### src/rtl/truth_table_sweeper_if.sv
// Control, golden-table and function-under-test signals between a sweeper and its environment.
interface truth_table_sweeper_if #(
  parameter int unsigned N_IN = 3
);
  localparam int unsigned TW = 1 << N_IN;

  logic            start;
  logic            abort;
  logic [TW-1:0]   expected;
  logic            y;
  logic [N_IN-1:0] x;
  logic            busy;
  logic            done;
  logic [TW-1:0]   table_out;
  logic            fail;
  logic [N_IN-1:0] first_fail;

  modport master (
    output start, abort, expected, y,
    input  x, busy, done, table_out, fail, first_fail
  );

  modport slave (
    input  start, abort, expected, y,
    output x, busy, done, table_out, fail, first_fail
  );
endinterface

### src/rtl/truth_table_sweeper.sv
// Sweeps every N_IN-bit input vector through an external function, captures its
// 1-bit output into a truth table and compares against a golden table.
module truth_table_sweeper #(
  parameter int unsigned N_IN   = 3,
  parameter int unsigned SETTLE = 2
) (
  input  logic                  clk,
  input  logic                  rst,
  truth_table_sweeper_if.slave  bus
);
  localparam int unsigned TW = 1 << N_IN;
  localparam logic [N_IN-1:0] X_LAST = N_IN'(TW - 1);
  localparam logic [7:0] CNT_INIT = 8'(SETTLE - 1);

  typedef enum logic [1:0] {S_IDLE, S_SETTLE, S_SAMPLE, S_DONE} state_t;

  state_t          state, state_next;
  logic [N_IN-1:0] x_q, x_next;
  logic [7:0]      cnt, cnt_next;
  logic [TW-1:0]   tbl_q, tbl_next;
  logic            fail_q, fail_next;
  logic [N_IN-1:0] ff_q, ff_next;
  logic            busy_q, busy_next;
  logic            done_q, done_next;

  // State and datapath registers
  always_ff @(posedge clk or posedge rst) begin
    if (rst) begin
      state  <= S_IDLE;
      x_q    <= '0;
      cnt    <= '0;
      tbl_q  <= '0;
      fail_q <= 1'b0;
      ff_q   <= '0;
      busy_q <= 1'b0;
      done_q <= 1'b0;
    end else begin
      state  <= state_next;
      x_q    <= x_next;
      cnt    <= cnt_next;
      tbl_q  <= tbl_next;
      fail_q <= fail_next;
      ff_q   <= ff_next;
      busy_q <= busy_next;
      done_q <= done_next;
    end
  end

  // Next-state and next-output logic
  always_comb begin
    state_next = state;
    x_next     = x_q;
    cnt_next   = cnt;
    tbl_next   = tbl_q;
    fail_next  = fail_q;
    ff_next    = ff_q;

    case (state)
      S_IDLE: begin
        if (bus.start && !bus.abort) begin
          state_next = S_SETTLE;
          x_next     = '0;
          cnt_next   = CNT_INIT;
          tbl_next   = '0;
          fail_next  = 1'b0;
          ff_next    = '0;
        end
      end
      S_SETTLE: begin
        if (bus.abort) begin
          state_next = S_IDLE;
        end else if (cnt == 8'd0) begin
          state_next = S_SAMPLE;
        end else begin
          cnt_next = cnt - 8'd1;
        end
      end
      S_SAMPLE: begin
        if (bus.abort) begin
          state_next = S_IDLE;
        end else begin
          tbl_next[x_q] = bus.y;
          // Ascending sweep: the first mismatch seen is the lowest index
          if ((bus.y != bus.expected[x_q]) && !fail_q) begin
            fail_next = 1'b1;
            ff_next   = x_q;
          end
          if (x_q == X_LAST) begin
            state_next = S_DONE;
          end else begin
            x_next     = x_q + N_IN'(1);
            cnt_next   = CNT_INIT;
            state_next = S_SETTLE;
          end
        end
      end
      S_DONE: begin
        state_next = S_IDLE;
      end
      default: begin
        state_next = S_IDLE;
      end
    endcase

    busy_next = (state_next == S_SETTLE) || (state_next == S_SAMPLE);
    // done is registered off the DONE state, so it lands one edge after DONE entry
    done_next = (state == S_DONE);
  end

  assign bus.x          = x_q;
  assign bus.busy       = busy_q;
  assign bus.done       = done_q;
  assign bus.table_out  = tbl_q;
  assign bus.fail       = fail_q;
  assign bus.first_fail = ff_q;
endmodule

### src/flat_wrapper.sv
// flat-port wrapper written by rule: the top's interface ports become plain ports
module truth_table_sweeper_flat 
#(
  parameter int unsigned N_IN   = 3,
  parameter int unsigned SETTLE = 2
)
  (clk, rst, bus_start, bus_abort, bus_expected, bus_y, bus_x, bus_busy, bus_done, bus_table_out, bus_fail, bus_first_fail);
  truth_table_sweeper_if #(.N_IN(N_IN)) bus_i ();
  input  logic clk;
  input  logic rst;
  input wire logic [$bits(bus_i.start)-1:0] bus_start;
  input wire logic [$bits(bus_i.abort)-1:0] bus_abort;
  input wire logic [$bits(bus_i.expected)-1:0] bus_expected;
  input wire logic [$bits(bus_i.y)-1:0] bus_y;
  output wire logic [$bits(bus_i.x)-1:0] bus_x;
  output wire logic [$bits(bus_i.busy)-1:0] bus_busy;
  output wire logic [$bits(bus_i.done)-1:0] bus_done;
  output wire logic [$bits(bus_i.table_out)-1:0] bus_table_out;
  output wire logic [$bits(bus_i.fail)-1:0] bus_fail;
  output wire logic [$bits(bus_i.first_fail)-1:0] bus_first_fail;
  assign bus_i.start = bus_start;
  assign bus_i.abort = bus_abort;
  assign bus_i.expected = bus_expected;
  assign bus_i.y = bus_y;
  assign bus_x = bus_i.x;
  assign bus_busy = bus_i.busy;
  assign bus_done = bus_i.done;
  assign bus_table_out = bus_i.table_out;
  assign bus_fail = bus_i.fail;
  assign bus_first_fail = bus_i.first_fail;
  truth_table_sweeper #(.N_IN(N_IN), .SETTLE(SETTLE)) u_core (.clk(clk), .rst(rst), .bus(bus_i));
endmodule
### config.mk
export PLATFORM = sky130hd
export DESIGN_NAME = truth_table_sweeper_flat
export DESIGN_NICKNAME = d
export VERILOG_FILES = /design/src/rtl/truth_table_sweeper_if.sv /design/src/rtl/truth_table_sweeper.sv /design/src/flat_wrapper.sv
export SDC_FILE = /design/constraint.sdc
export NUM_CORES = 1
export LEC_CHECK = 0
export BUFFER_PORTS_ARGS = -buffer_cell sky130_fd_sc_hd__clkbuf_2
export CORE_AREA = 3 3 59 61
export DETAILED_ROUTE_END_ITERATION = 10
export DIE_AREA = 0 0 62 64
export PLACE_DENSITY = 0.7
export SLEW_MARGIN = 10
export SYNTH_ARGS = -nofsm -noshare
export SYNTH_HDL_FRONTEND = slang
export SYNTH_SLANG_ARGS = --single-unit
### constraint.sdc
create_clock -name clk -period 3.34 [get_ports clk]
set_clock_uncertainty 0.2 [all_clocks]
set_input_delay 0.334 -clock clk [delete_from_list [all_inputs] [get_ports clk]]
set_output_delay 0.334 -clock clk [all_outputs]
set_load 0.02 [all_outputs]
==> run metrics <==
Synth Register Bits=27; endpoint kind of the worst setup timing path=flip-flop; area of the mapped netlist=1460 um2; Max Cap Violations=0; Flop pwr share=between 40 and 50%; final worst setup slack=0.859 ns; PostCTS Resize Cnt=0; dominant cells by area after synthesis=sky130_fd_sc_hd__dfrtp_1, sky130_fd_sc_hd__o21ai_0, sky130_fd_sc_hd__nor2_1, sky130_fd_sc_hd__nand2_1, sky130_fd_sc_hd__a21oi_1; final setup vio count=0; post-route design area=1660 um2; highest attainable clock frequency=0.403 GHz; fraction of synthesis flops using an asynchronous set or reset pin=100%; prevailing post-synth register cell=sky130_fd_sc_hd__dfrtp_1; placement-stage worst setup slack=0.884 ns; area of the core=3030 um2; number of enable flip-flop cells after synthesis=0; result of the run=complete, no violations; total vias in the final route=between 1,000 and 1,500; routed length per instance=13.4 um; overflow left after global routing=0; share of cells above drive strength 1=22.7%; vias in the first global route=1,184; total routing usage reported by global routing=16.2%; leakage power=0.774 nW; most frequent cell on the critical path=sky130_fd_sc_hd__ha_1; Synth top area share=between 40% and 50%; Port-buffer cells=29; per-instance average area after synthesis=9.28 um2; Clock Latency Late Sink=0.32 ns; clock-pin slew on the worst setup and hold paths=0.15 ns; Synth Net Count=173; maximum fanout along the worst path=18; required time at the worst-slack endpoint=3.42 ns; data arrival time of the critical path=around 2.6 ns; wire length after detailed routing=3080 um; number of antenna violations at the first check in global routing=0; area post-placement=between 1500 and 2000 um2; number of vias per cell after detailed routing=between 5 and 6; CTS root buf=sky130_fd_sc_hd__clkbuf_4; unrepaired setup endpoints after global routing=no; Critical Path Slowest Stage Cell=sky130_fd_sc_hd__dfrtp_1; Die Y=64 um; largest net degree at the start of global routing=28; total die area=3970 um2; top cell types by occurrence after synthesis=sky130_fd_sc_hd__dfrtp_1, sky130_fd_sc_hd__o21ai_0, sky130_fd_sc_hd__nor2_1; max-slew headroom at the worst pin=approximately a third; estimated wirelength of the detail-placed design=about 2300 um; part of the power in combinational logic=about 36%; worst vdd ir=between 0.2 and 0.3 mV; Internal Dissipation=0.558 mW; number of buffers created by CTS=3; Period Utilization, post-route=74.3%; clock tree from TritonCTS=yes; number of nets with antenna violations after detailed routing=0; cells traversed along the worst timing path=ha_1 > ha_1 > or3b_1 > a21oi_4 > o21ai_1 > o21ai_0 > a32o_1; Iter 0 DRT Violations=78; Switching Share=roughly 41%; worst min-delay path class=primary input to async pin; number of fillers in the final layout=280; number of H-tree branching levels=1; first-pass detailed-route iteration total=4; power density over the cells=567 nW/um2; Crit Path Class=flip-flop to flip-flop; total count of hold-check failures in the final report=0; effective utilization at floorplan=48.1%; Synth-to-Final Area Change=14.3%; Final Instance Count excl. Fillers=between 200 and 250; CTS Hold Bufs=0; Ys Warns=0; global-route wire length before repair=5070 um; Worst Max-Slew Pin Slew=1.02 ns; most frequent cell after synthesis=sky130_fd_sc_hd__dfrtp_1; layout net count=202; Final min period=roughly 2.5 ns; antenna fix cells=0; Clock Path Buffers=2; type of origin of the critical path=flip-flop; RD Place Congestion=0.831; dominant cell type by area after synthesis=sky130_fd_sc_hd__dfrtp_1; # clock sinks=27; setup repair bufs after CTS=0; Gate Count Post-Synth=157; Cell Count Post-Placement=225; switching power summed over all nets=0.385 mW; Placement Rows=20; Unique masters post-synth=36; Slowest Stage Delay on Critical Path=roughly 0.63 ns; overall power of the completed layout=0.943 mW; Seq/Total Area, Yosys=between 40% and 50%; I/O pins=30; chip width=slightly above 60 um; final total negative setup slack=0 ns; DRC=0; final max-slew violation count=0; clock group share of total power=15.5%
[final timing paths]
path | startpoint | slack (ns) | depth (start not counted) | end
max | u_core.bus.x[0] | 0.86 | 7 | u_core.cnt[3]
max reg2reg | u_core.bus.x[0] | 0.86 | 7 | u_core.cnt[3]
max in group asynchronous | rst | 2.32 | 2 | u_core.state[1]
min in group clk | bus_abort | 0.07 | 2 | u_core.bus.busy
min | rst | 0.01 | 2 | u_core.cnt[4]
min reg2reg | u_core.bus.table_out[4] | 0.33 | 2 | u_core.bus.table_out[4]
[per-layer routing]
| layer | up-vias | GRT usage (%) | part of all wire, % | wire (um) |
|---|---|---|---|---|
| met2 | 25 | 28.0 | 51 | 1570 |
| met5 | - | 0 | 0 | 0 |
| met1 | 596 | 19.8 | 44 | 1350 |
| li1 | 617 | - | - | - |
| met4 | 0 | 5.31 | 2.1 | 64 |
| met3 | 9 | 2.63 | 3.1 | 95 |
[layout by cell type, fill, tap and decap left out, types with 3 or more instances in the layout]
master                     synthesis  layout
sky130_fd_sc_hd__a21oi_1           8       8
sky130_fd_sc_hd__clkbuf_2          0      29
sky130_fd_sc_hd__clkbuf_4          0       3
sky130_fd_sc_hd__dfrtp_1          27      27
sky130_fd_sc_hd__ha_1              3       3
sky130_fd_sc_hd__inv_1             8       8
sky130_fd_sc_hd__mux2i_1           4       4
sky130_fd_sc_hd__nand2_1          15      15
sky130_fd_sc_hd__nand2b_1          3       3
sky130_fd_sc_hd__nand3_1           5       5
sky130_fd_sc_hd__nor2_1           18      18
sky130_fd_sc_hd__nor4_1            3       3
sky130_fd_sc_hd__o21ai_0          22      22
sky130_fd_sc_hd__o22ai_1           3       3
sky130_fd_sc_hd__o31ai_1           4       4
[power groups by stage]
stage	clock (mW)	sequential [mW]	combinational, mW
finish	0.146	0.456	0.340
global route	0.162	0.470	0.387
CTS	0.148	0.455	0.340
detailed placement	0	0.462	0.339
global placement	0	0.457	0.327
floorplan	0	0.444	0.266
[stage by stage]
stage | utilization [%] | hold slack [ns]
floorplan | - | 0.187
global placement | 54.1 | 0.289
detailed placement | 54.1 | 0.306
CTS | 55.0 | 0.0502
global route | 55.0 | 0.0525
finish | 55.0 | 0.0132
[kinds of logic (layout without fill, tap and decap cells)]
logic type	count (synthesis)	count (layout)	share of synthesized area, %
and+or+nand+nor	57	57	19.4
DFF	27	27	46.4
adders and majority gates	3	3	2.58
buffers and inverters	16	44	4.64
AOI/OAI and AO/OA	47	47	20.4
muxes	7	7	6.61
[sequential cells by signal, summed over array words and instances, names as in the netlist]
signal and count:
u_core.bus.table_out 8, u_core.cnt 8, u_core.bus.first_fail 3, u_core.bus.x 3, u_core.state 2, u_core.bus.busy 1
u_core.bus.done 1, u_core.bus.fail 1
[critical path: cells and delay by family (launching register included)]
kind	cells	cell delay, ns
compound gates	4	0.69
fa+ha+maj	2	0.51
simple gates	1	0.40
flops	1	0.63
[cell type report]
type                       instances  area, um2  share of cell area (%)
inverter                           9       33.8                    2.03
multi-input combinational        114        713                    42.9
sequential                        27        676                    40.6
clock buffer                       4       26.3                    1.58
tap                               44       55.1                    3.31
timing repair buffer              31        160                    9.62
No activity file was read; power rests on OpenSTA's default activity.
